**config.mk**
```make
export PLATFORM = sky130hd
export DESIGN_NAME = cu_multicycle
export DESIGN_NICKNAME = d
export VERILOG_FILES = /design/src/rtl/cu_multicycle.sv
export SDC_FILE = /design/constraint.sdc
export NUM_CORES = 1
export LEC_CHECK = 0
export ABC_AREA = 1
export CAP_MARGIN = 30
export CORE_MARGIN = 2
export CORE_UTILIZATION = 40
export CTS_CLUSTER_SIZE = 10
export DETAILED_ROUTE_END_ITERATION = 12
export PLACE_DENSITY = 0.65
export SLEW_MARGIN = 0
export SYNTH_ARGS = -nofsm -noshare
export SYNTH_HDL_FRONTEND = slang
export SYNTH_SLANG_ARGS = --single-unit
```
**constraint.sdc**
```tcl
create_clock -name clk -period 2.1 [get_ports clk]
set_input_delay 0.42 -clock clk [delete_from_list [all_inputs] [get_ports clk]]
set_output_delay 0.42 -clock clk [all_outputs]
set_load 0.02 [all_outputs]
```
**src/rtl/cu_multicycle.sv**
```systemverilog
`default_nettype none
// ============================================================================
// Module   : cu_multicycle
// Brief    : Multi-cycle RV32I control FSM (R/I/LUI/LOAD/STORE/BEQ/BNE) with a
//            shared instruction/data memory req/ready handshake and timeout.
// Revision : 1.0 - initial release
// ============================================================================

module cu_multicycle #(
    parameter int ALU_OP_W    = 4,
    parameter int MEM_TIMEOUT = 15
) (
    input  logic                clk,
    input  logic                rst,
    input  logic [6:0]          opcode,
    input  logic [2:0]          funct3,
    input  logic [6:0]          funct7,
    input  logic                zf,
    input  logic                mem_ready,
    output logic [ALU_OP_W-1:0] ALU_OP,
    output logic                rs2_imm_s,
    output logic [1:0]          w_data_s,
    output logic                Reg_Write,
    output logic                IR_Write,
    output logic                PC_Write,
    output logic                pc_src,
    output logic                mem_req,
    output logic                mem_we,
    output logic                addr_s,
    output logic                illegal_instr,
    output logic                mem_fault
);

    typedef enum logic [3:0] {
        S_IDLE     = 4'd0,
        S_FETCH    = 4'd1,
        S_DECODE   = 4'd2,
        S_EX_R     = 4'd3,
        S_EX_I     = 4'd4,
        S_EX_LUI   = 4'd5,
        S_WB       = 4'd6,
        S_MEM_ADDR = 4'd7,
        S_MEM_RD   = 4'd8,
        S_WB_MEM   = 4'd9,
        S_MEM_WR   = 4'd10,
        S_BRANCH   = 4'd11,
        S_TRAP     = 4'd12
    } state_t;

    localparam logic [3:0] c_alu_add    = 4'd0;
    localparam logic [3:0] c_alu_sub    = 4'd1;
    localparam logic [3:0] c_alu_sll    = 4'd2;
    localparam logic [3:0] c_alu_slt    = 4'd3;
    localparam logic [3:0] c_alu_sltu   = 4'd4;
    localparam logic [3:0] c_alu_xor    = 4'd5;
    localparam logic [3:0] c_alu_srl    = 4'd6;
    localparam logic [3:0] c_alu_sra    = 4'd7;
    localparam logic [3:0] c_alu_or     = 4'd8;
    localparam logic [3:0] c_alu_and    = 4'd9;
    localparam logic [3:0] c_alu_pass_b = 4'd10;

    localparam logic [6:0] c_op_r      = 7'b0110011;
    localparam logic [6:0] c_op_i      = 7'b0010011;
    localparam logic [6:0] c_op_lui    = 7'b0110111;
    localparam logic [6:0] c_op_load   = 7'b0000011;
    localparam logic [6:0] c_op_store  = 7'b0100011;
    localparam logic [6:0] c_op_branch = 7'b1100011;

    localparam logic [7:0] c_timeout = 8'(MEM_TIMEOUT);

    state_t     r_state;
    state_t     w_state_next;
    logic [7:0] r_cnt;
    logic [7:0] w_cnt_inc;
    logic       r_illegal;
    logic       r_fault;
    logic [3:0] r_alu_op;
    logic       r_rs2_imm;

    logic [3:0] w_r_op;
    logic [3:0] w_i_op;
    logic [3:0] w_alu_op;
    logic       w_wait;
    logic       w_capture;
    logic       w_set_illegal;
    logic       w_set_fault;

    assign w_cnt_inc = r_cnt + 8'd1;

    // funct7[5] only distinguishes SUB/SRA; immediates never turn ADDI into SUB.
    always_comb begin
        w_r_op = c_alu_add;
        case (funct3)
            3'b000: w_r_op = funct7[5] ? c_alu_sub : c_alu_add;
            3'b001: w_r_op = c_alu_sll;
            3'b010: w_r_op = c_alu_slt;
            3'b011: w_r_op = c_alu_sltu;
            3'b100: w_r_op = c_alu_xor;
            3'b101: w_r_op = funct7[5] ? c_alu_sra : c_alu_srl;
            3'b110: w_r_op = c_alu_or;
            3'b111: w_r_op = c_alu_and;
        endcase
        w_i_op = (funct3 == 3'b000) ? c_alu_add : w_r_op;
    end

    always_ff @(posedge clk or posedge rst) begin
        if (rst) begin
            r_state   <= S_IDLE;
            r_cnt     <= 8'd0;
            r_illegal <= 1'b0;
            r_fault   <= 1'b0;
            r_alu_op  <= 4'd0;
            r_rs2_imm <= 1'b0;
        end else begin
            r_state <= w_state_next;
            if (w_state_next != r_state) begin
                r_cnt <= 8'd0;
            end else if (w_wait) begin
                r_cnt <= w_cnt_inc;
            end
            if (w_set_illegal) begin
                r_illegal <= 1'b1;
            end
            if (w_set_fault) begin
                r_fault <= 1'b1;
            end
            if (w_capture) begin
                r_alu_op  <= w_alu_op;
                r_rs2_imm <= rs2_imm_s;
            end
        end
    end

    always_comb begin
        w_state_next  = r_state;
        w_alu_op      = c_alu_add;
        rs2_imm_s     = 1'b0;
        w_data_s      = 2'd0;
        Reg_Write     = 1'b0;
        IR_Write      = 1'b0;
        PC_Write      = 1'b0;
        pc_src        = 1'b0;
        mem_req       = 1'b0;
        mem_we        = 1'b0;
        addr_s        = 1'b0;
        w_wait        = 1'b0;
        w_capture     = 1'b0;
        w_set_illegal = 1'b0;
        w_set_fault   = 1'b0;

        case (r_state)
            S_IDLE: w_state_next = S_FETCH;
            S_FETCH: begin
                mem_req = 1'b1;
                w_wait  = 1'b1;
                if (mem_ready) begin
                    IR_Write     = 1'b1;
                    PC_Write     = 1'b1;
                    w_state_next = S_DECODE;
                end
            end
            S_DECODE: begin
                w_set_illegal = 1'b1;
                w_state_next  = S_TRAP;
                case (opcode)
                    c_op_r: begin
                        if (funct7 == 7'b0000000 || funct7 == 7'b0100000) begin
                            w_set_illegal = 1'b0;
                            w_state_next  = S_EX_R;
                        end
                    end
                    c_op_i: begin
                        w_set_illegal = 1'b0;
                        w_state_next  = S_EX_I;
                    end
                    c_op_lui: begin
                        w_set_illegal = 1'b0;
                        w_state_next  = S_EX_LUI;
                    end
                    c_op_load, c_op_store: begin
                        w_set_illegal = 1'b0;
                        w_state_next  = S_MEM_ADDR;
                    end
                    c_op_branch: begin
                        if (funct3 == 3'b000 || funct3 == 3'b001) begin
                            w_set_illegal = 1'b0;
                            w_state_next  = S_BRANCH;
                        end
                    end
                    default: ;
                endcase
            end
            S_EX_R: begin
                w_alu_op     = w_r_op;
                w_capture    = 1'b1;
                w_state_next = S_WB;
            end
            S_EX_I: begin
                w_alu_op     = w_i_op;
                rs2_imm_s    = 1'b1;
                w_capture    = 1'b1;
                w_state_next = S_WB;
            end
            S_EX_LUI: begin
                w_alu_op     = c_alu_pass_b;
                rs2_imm_s    = 1'b1;
                w_capture    = 1'b1;
                w_state_next = S_WB;
            end
            S_WB: begin
                w_alu_op     = r_alu_op;
                rs2_imm_s    = r_rs2_imm;
                Reg_Write    = 1'b1;
                w_state_next = S_FETCH;
            end
            S_MEM_ADDR: begin
                w_alu_op     = c_alu_add;
                rs2_imm_s    = 1'b1;
                w_capture    = 1'b1;
                w_state_next = opcode[5] ? S_MEM_WR : S_MEM_RD;
            end
            S_MEM_RD: begin
                w_alu_op  = r_alu_op;
                rs2_imm_s = r_rs2_imm;
                mem_req   = 1'b1;
                addr_s    = 1'b1;
                w_wait    = 1'b1;
                if (mem_ready) begin
                    w_state_next = S_WB_MEM;
                end
            end
            S_WB_MEM: begin
                Reg_Write    = 1'b1;
                w_data_s     = 2'd1;
                w_state_next = S_FETCH;
            end
            S_MEM_WR: begin
                w_alu_op  = r_alu_op;
                rs2_imm_s = r_rs2_imm;
                mem_req   = 1'b1;
                mem_we    = 1'b1;
                addr_s    = 1'b1;
                w_wait    = 1'b1;
                if (mem_ready) begin
                    w_state_next = S_FETCH;
                end
            end
            S_BRANCH: begin
                w_alu_op = c_alu_sub;
                if (funct3[0] ? ~zf : zf) begin
                    PC_Write = 1'b1;
                    pc_src   = 1'b1;
                end
                w_state_next = S_FETCH;
            end
            S_TRAP: w_state_next = S_TRAP;
            default: w_state_next = S_IDLE;
        endcase

        // A ready arriving on the limit cycle completes normally.
        if (w_wait && !mem_ready && (w_cnt_inc == c_timeout)) begin
            w_state_next = S_TRAP;
            w_set_fault  = 1'b1;
        end
    end

    always_comb begin
        ALU_OP      = '0;
        ALU_OP[3:0] = w_alu_op;
    end

    assign illegal_instr = r_illegal;
    assign mem_fault     = r_fault;

endmodule

`default_nettype wire

```
==> metrics.md, run 1 <==
| Metric | Value |
|---|---|
| Pre-Repair DR Iteration Count | `4` |
| Buffers & Inverters on Critical Path | `3` |
| DRT Wirelength | `4690 um` |
| Min-Delay Path Class | `in -> async` |
| Worst-Skew Late Latency | `~0.26 ns` |
| CP max FO | `4` |
| ANT cells | `0` |
| Post-synthesis cell type count | `30` |
| Worst Skew | `0.00732 ns` |
| GR Util All Layers | `0.190` |
| Sequential element share of the synthesized area | `0.278` |
| Status | `complete, no violations` |
| Port bufs | `35` |
| TritonCTS clock tree | `built` |
| Vert. Die Dim | `about 69 um` |
| Clk buf depth | `2` |
| Family with the most delay on the worst path | `flip-flops` |
| Hold_buf cts | `0` |
| Yosys warns | `0` |
| First-pass GRT wire length | `~7600 um` |
| Clock period minus worst slack | `2.06 ns` |
| Final max-slew violation count | `0` |
| Max Cap Violations | `0` |
| Area growth from synthesis to layout | `53.8%` |
| Layout cells sized above 1 | `0.376` |
| Die X-Extent | `69.4 um` |
| Initial Utilization | `0.422` |
| Final #Nets | `383` |
| Max VDD drop | `0.000720 V` |
| Post-Syn Area | `~1700 um^2` |
| RD Place Congestion | `about 0.89` |
| Pwr dens | `1150 nW/um^2` |
| FP Rows | `23` |
| Crit path launch type | `flop` |
| Clock-pin slew on the worst setup and hold paths | `approximately 0.080 ns` |
| R2r setup slk | `0.10 ns` |
| Mapped Cells | `277` |
| Final WS setup | `approximately 0.036 ns` |
| Worst slack, placed | `-0.584 ns` |
| Seq cells post-synth | `19` |
| Area after DPL | `2420 um^2` |
| CP max stage delay | `~0.44 ns` |
| RSZ-0062 raised after global routing | `yes` |
| Final Cycle Share | `0.983` |
| Vias post-DR | `1936` |
| Critical setup path kind | `reg -> out` |
| Clk sink count | `19` |
| Initial DRC Count | `89` |
| R2R cell count | `14` |
| HPWL reported at the end of detailed placement | `3560 um` |
| Final hold violations | `0` |
| Static leakage | `0.00144 uW` |
| Core Box Area | `4060 um^2` |
| # setup viols final | `0` |
| Die Area | `~4800 um^2` |
| Antenna Violating Nets Remaining | `0` |
| Routed WL per cell | `~11 um` |
| # DRC | `0` |
| Cell Chain, Critical Path | `nand2_1 > inv_1 > nand2_1 > o21ai_2 > buf_4 > a31oi_1 > o21ai_0 > buf_2` |
| Cts bufs inserted | `3` |
| Antenna violations before repair | `0` |
| Remaining Overflow, GRT | `0` |
| FF-to-FF End | `r_cnt[7]` |
| Avg Vias per Cell | `4.73` |
| WP data required | `1.68 ns` |
| I/O Pins | `37` |
| Synthesized area per cell | `6.18 um^2` |
| Mapped Nets | `300` |
| Design area | `about 2600 um^2` |
| RR Startpoint | `r_state[3]` |
| H-tree depth | `1` |
| Cell depth of the worst setup path | `8` |
| Largest net degree at the start of global routing | `20` |
| Root Buffer | `clkbuf_8` |
| CP Capture Type | `primary output` |
| FMAX | `slightly below 0.5 GHz` |
| Most common cell on crit path | `nand2_1` |
| CP Data Arrival Time | `between 1.5 and 2 ns` |
| Slowest-stage cell, CP | `dfrtp_1` |
| Vias in the first global route | `approximately 1.8k` |
==> metal layers <==
layer | global-route usage | share of wire | up-vias
met4 | 0.0458 | 0.013 | 0
met1 | 0.266 | 0.47 | 870
met2 | 0.313 | 0.49 | 31
met5 | 0 | 0 | -
li1 | - | - | 1029
met3 | 0.0218 | 0.027 | 6
==> worst reg2reg max path, cell delays in order (launching register included) <==
cell	delay [ns]
dfrtp_2	0.45
buf_6	0.13
nand2_2	0.07
buf_4	0.10
nor2_1	0.05
inv_1	0.09
o21ai_0	0.11
nor3_1	0.26
nand3_2	0.14
nand2_2	0.10
nand2_2	0.05
nand2_2	0.07
nor2_4	0.05
nand2_4	0.15
nor2_2	0.05
==> flip-flops by register name, indices dropped and copies added, names as in the netlist <==
register,count
illegal_instr,1
r_state,4
r_cnt,8
mem_fault,1
r_alu_op,4
r_rs2_imm,1
==> synthesized netlist by cell type <==
cell | count | share of area
nand2_4 | 1 | 0.0066
nand3_1 | 20 | 0.058
nand3_2 | 4 | 0.023
inv_2 | 4 | 0.0088
clkinv_1 | 1 | 0.0022
o21bai_2 | 1 | 0.0066
nor2_2 | 13 | 0.047
o21a_1 | 1 | 0.0044
xor2_1 | 1 | 0.0051
a21oi_1 | 4 | 0.012
xnor2_1 | 1 | 0.0051
nor2_1 | 31 | 0.068
or2_2 | 3 | 0.011
nor3_1 | 4 | 0.012
dfrtp_1 | 19 | 0.28
buf_4 | 2 | 0.0088
o31ai_1 | 1 | 0.0044
nand4_1 | 7 | 0.026
nand2_2 | 7 | 0.026
a21boi_2 | 1 | 0.0066
nand2_1 | 73 | 0.16
o221ai_1 | 1 | 0.0051
ha_1 | 2 | 0.015
nor2_4 | 4 | 0.026
inv_1 | 46 | 0.10
o21ai_0 | 20 | 0.058
a31oi_1 | 2 | 0.0073
clkbuf_1 | 1 | 0.0022
conb_1 | 1 | 0.0022
o211ai_1 | 1 | 0.0044
==> cells by family (layout without fill, tap and decap cells) <==
kind of cell | count (synthesis) | count (layout) | synth area share
compound gates | 32 | 32 | 0.109
simple gates | 167 | 167 | 0.464
other cells | 1 | 1 | 0.00219
fa+ha+maj | 2 | 2 | 0.0146
buf+inv | 54 | 136 | 0.123
flops | 19 | 19 | 0.278
xor+xnor | 2 | 2 | 0.0102
==> timing repair <==
| item | 4_1_cts | 5_1_grt |
|---|---|---|
| setup endpoints to repair | 21 | 17 |
| setup buffers | 1 | 3 |
| pin swaps | 2 | 20 |
| gates resized for setup | 43 | 71 |
| cloned | 0 | 0 |
==> cell type report <==
cell class,instances,area [um^2]
clock buffers,4,45.0
well taps,50,62.6
multi-input cells,204,1170
inverters,51,194
repair buffers,81,686
fillers,377,1420
flip-flops and latches,19,478
==> report_power, final <==
group | internal (uW) | switching, uW
combinational | 939 | 1230
sequential | 490 | 114
clock | 135 | 133
total | 1560 | 1480
==> layout by cell type, fill, tap and decap left out, types with 2 or more instances in the layout <==
master and n:
a31oi_1 2, a21oi_1 3, nor2_4 10, o21ai_0 14, nand3_2 9, nand2_4 3, nand4_1 7, clkbuf_8 3
inv_2 7, buf_4 45, o21ai_1 3, buf_2 2, o21ai_2 3, nand3_1 15, nor3_1 4, dfrtp_1 17
nand2_2 20, buf_6 4, nor2_2 13, dlymetal6s2s_1 9, nand2_1 58, clkdlybuf4s50_1 12, inv_1 42, nor2_1 25
dfrtp_2 2, clkbuf_2 5, dlygate4sd2_1 4, or2_2 3
==> worst max-delay path by stage <==
stage	from	endpoint	slack [ns]
final	r_state[0]	ALU_OP[3]	0.04
after global routing	r_state[0]	ALU_OP[3]	-0.05
after CTS	funct3[0]	ALU_OP[0]	-0.16
after detailed placement	funct3[1]	ALU_OP[0]	-0.58
after global placement	funct3[0]	ALU_OP[0]	-0.55
after floorplan	r_state[2]	ALU_OP[1]	0.25
==> metrics by stage <==
step | setup TNS, ns | power [uW] | util | hold slack (ns) | std cells
6_report | 0 | 3040 | 0.649 | 0.467 | 409
5_1_grt | -0.229 | 3310 | 0.649 | 0.504 | 409
4_1_cts | -0.171 | 2780 | 0.606 | 0.475 | 406
3_3_place_gp | -4.28 | 2540 | 0.597 | 0.448 | 401
2_1_floorplan | 0 | 1730 | - | 0.371 | 277
3_5_place_dp | -4.53 | 2550 | 0.597 | 0.455 | 401
Note: power is estimated with default switching activity, not from simulation.
==> run 2: changes to the inputs <==
--- a/config.mk
+++ b/config.mk
@@ -8,10 +8,10 @@
 export ABC_AREA = 1
 export CAP_MARGIN = 30
 export CORE_MARGIN = 2
-export CORE_UTILIZATION = 40
+export CORE_UTILIZATION = 45
 export CTS_CLUSTER_SIZE = 10
 export DETAILED_ROUTE_END_ITERATION = 12
-export PLACE_DENSITY = 0.65
+export PLACE_DENSITY = 0.72
 export SLEW_MARGIN = 0
 export SYNTH_ARGS = -nofsm -noshare
 export SYNTH_HDL_FRONTEND = slang
==> run 2 against run 1 <==
Net effect:
- the run now ends with negative setup slack left
- clock-buffer cell count is the same
- utilization increased by 5.6 points
- sequential power is essentially flat
- total power shrank 5.2%
- flip-flop and latch count is the same
- die area fell by 10%
- via count up 2.1%
- first-iteration DRC count rose by 7.9%
- non-clock buffer count unchanged
- hold slack gained 0.0042 ns
- final cell count decreased by 0.49%
- critical path depth did not move
- critical path type unchanged
- largest cell class unchanged
- largest power group unchanged
==> metrics.md, run 2 (same netlist as run 1, synthesis figures left out) <==
| Metric | Value |
|---|---|
| Status | `complete, but fails checks (was complete, no violations)` |
| Violated checks | `negative setup slack` |
| Clock-pin slew on the worst setup and hold paths | `0.07 ns (was 0.08 ns)` |
| FP Rows | `22 (was 23)` |
| Family with the most delay on the worst path | `compound AO/OA/AOI/OAI gates (was flip-flops)` |
| Clk buf depth | `2 (unchanged)` |
| Cts bufs inserted | `3 (unchanged)` |
| Worst setup path startpoint | `r_state[0] (unchanged)` |
| Buffers & Inverters on Critical Path | `3 (unchanged)` |
| H-tree depth | `1 (unchanged)` |
| Initial Utilization | `0.468 (was 0.422)` |
| CP max stage delay | `0.43 ns (was 0.44 ns)` |
| CP Data Arrival Time | `1.74 ns (was 1.64 ns)` |
| Root Buffer | `clkbuf_8 (unchanged)` |
| Remaining Overflow, GRT | `0 (unchanged)` |
| # setup viols final | `2 (was 0)` |
| Clk sink count | `19 (unchanged)` |
| Max Cap Violations | `0 (unchanged)` |
| WP data required | `1.68 ns (about the same)` |
| GR Util All Layers | `0.223 (was 0.190)` |
| Port bufs | `35 (unchanged)` |
| Vias in the first global route | `1879 (was 1772)` |
| Most frequent cells in the layout | `65 x nand2_1, 46 x buf_4, 44 x inv_1 (was 58 x nand2_1, 45 x buf_4, 42 x inv_1)` |
| Final Cycle Share | `1.03 (was 0.983)` |
| Hold Startpoint | `illegal_instr` |
| Avg Vias per Cell | `4.86 (was 4.73)` |
| Antenna Violating Nets Remaining | `0 (unchanged)` |
| Vert. Die Dim | `65.7 um (was 69.4 um)` |
| TritonCTS clock tree | `built (unchanged)` |
| CP Capture Type | `primary output (unchanged)` |
| Final hold violations | `0 (unchanged)` |
| Routed WL per cell | `11.6 um (was 11.5 um)` |
| ANT cells | `0 (unchanged)` |
| HPWL reported at the end of detailed placement | `3640 um (was 3560 um)` |
| Worst Skew | `0.00195 ns (was 0.00732 ns)` |
| RR Startpoint | `r_state[0] (was r_state[3])` |
| Commonest non-fill, non-tap cell in the layout | `nand2_1 (unchanged)` |
| Worst-Skew Late Latency | `0.26 ns (about the same)` |
| Min-Delay Path Class | `reg -> reg (was in -> async)` |
| Die X-Extent | `65.7 um (was 69.4 um)` |
| Pre-Repair DR Iteration Count | `4 (unchanged)` |
| FMAX | `0.462 GHz (was 0.484 GHz)` |
| Slowest-stage cell, CP | `dfrtp_1 (unchanged)` |
| Area growth from synthesis to layout | `50.6% (was 53.8%)` |
| Static leakage | `0.00140 uW (was 0.00144 uW)` |
| Crit path launch type | `flop (unchanged)` |
| Hold_ws | `0.471 ns (was 0.467 ns)` |
| Largest register FFs | `8 (unchanged)` |
| Final max-slew violation count | `0 (unchanged)` |
| Core Box Area | `3660 um^2 (was 4060 um^2)` |
| TNS Setup | `-0.0843 ns (was 0 ns)` |
| Final WS setup | `-0.0644 ns (was 0.0359 ns)` |
| RSZ-0062 raised after global routing | `yes (unchanged)` |
| RD Place Congestion | `0.854 (was 0.894)` |
| Max VDD drop | `0.000719 V (was 0.000720 V)` |
| Critical setup path kind | `reg -> out (unchanged)` |
| Vias post-DR | `1977 (was 1936)` |
| First-pass GRT wire length | `7670 um (was 7600 um)` |
| Pwr dens | `1120 nW/um^2 (was 1150 nW/um^2)` |
| Register with the most flip-flops | `r_cnt (unchanged)` |
| # DRC | `0 (unchanged)` |
| Die Area | `4320 um^2 (was 4820 um^2)` |
| Cell Chain, Critical Path | `nand2_1 > inv_1 > nand2_1 > o21ai_0 > buf_4 > a31oi_1 > o21ai_0 > buf_2 (was nand2_1 > inv_1 > nand2_1 > o21ai_2 > buf_4 > a31oi_1 > o21ai_0 > buf_2)` |
| Clock period minus worst slack | `2.16 ns (was 2.06 ns)` |
| DRT Wirelength | `4740 um (was 4690 um)` |
| CP max FO | `4 (unchanged)` |
| Largest net degree at the start of global routing | `20 (unchanged)` |
| Top Registers | `r_cnt (8), r_alu_op (4), r_state (4) (unchanged)` |
| Final #Nets | `383 (unchanged)` |
| I/O Pins | `37 (unchanged)` |
| Layout cells sized above 1 | `0.340 (was 0.376)` |
| Initial DRC Count | `96 (was 89)` |
| Antenna violations before repair | `0 (unchanged)` |
-- run 2: changes by cell type in the layout (fill, tap and decap cells not counted), sizes merged --
| cell | before | now |
|---|---|---|
| dlymetal6s2s | 9 | 6 |
| clkbuf | 9 | 8 |
| clkdlybuf4s50 | 12 | 15 |
| clkdlybuf4s15 | 0 | 1 |
-- run 2: worst paths after layout --
check	slack, ns	cells after the start	endpoint
max in group asynchronous	1.38	3	r_state[2]
worst max register to register	0.11	16	r_cnt[5]
worst max-delay path	-0.06	8	ALU_OP[3]
worst min-delay path	0.47	2	illegal_instr
min in group asynchronous	0.49	3	r_state[1]
worst min register to register	0.47	2	illegal_instr
-- run 2: per-layer routing --
layer  global-route usage  part of all wire
met1                0.262              0.43
met2                0.427              0.53
met3               0.0188             0.028
met4               0.0573             0.016
met5                    0                 0
-- run 2: cell type report --
class	count	area [um^2]
tap	48	60.1
timing repair buffer	81	673
fill	321	1080
multi-input combinational	204	1130
clock buffer	4	45.0
sequential	19	477
inverter	51	191
-- run 2: what timing repair did --
| item | 4_1_cts | 5_1_grt |
|---|---|---|
| setup buffers | 0 | 2 |
| gates cloned | 0 | 0 |
| hold buffers | 0 | 0 |
| setup endpoints to repair | 21 | 17 |
| resized for setup | 38 | 52 |
| pin swaps | 1 | 14 |
-- run 2: tightest hold or removal path, delay by kind of cell, from the launching register on --
family / cells / cell delay (ns)
buf+inv: 1 / 0.04
flops: 1 / 0.35
simple gates: 1 / 0.05
-- run 2: stage by stage --
stage | cell area (um^2) | worst slack (ns) | util | instances | power [uW]
finish | 2580 | -0.0644 | 0.705 | 407 | 2880
floorplan | 1710 | 0.255 | - | 277 | 1730
CTS | 2470 | -0.171 | 0.674 | 405 | 2760
global route | 2580 | -0.131 | 0.705 | 407 | 3130
global placement | 2430 | -0.541 | 0.665 | 401 | 2520
detailed placement | 2430 | -0.596 | 0.665 | 401 | 2550
-- run 2: power by group --
part | internal, uW | total, uW | switching [uW] | leakage (uW)
clock network | 135 | 259 | 125 | 0.0000228
registers | 489 | 601 | 112 | 0.000244
logic | 849 | 2020 | 1170 | 0.00113
total | 1470 | 2880 | 1410 | 0.00140
==> run 3: changes to the inputs <==
--- a/config.mk
+++ b/config.mk
@@ -11,6 +11,7 @@
 export CORE_UTILIZATION = 45
 export CTS_CLUSTER_SIZE = 10
 export DETAILED_ROUTE_END_ITERATION = 12
+export GPL_TIMING_DRIVEN = 1
 export PLACE_DENSITY = 0.72
 export SLEW_MARGIN = 0
 export SYNTH_ARGS = -nofsm -noshare
==> results of run 3 <==
Final layout, timing and power as in run 2 (identical DEF).
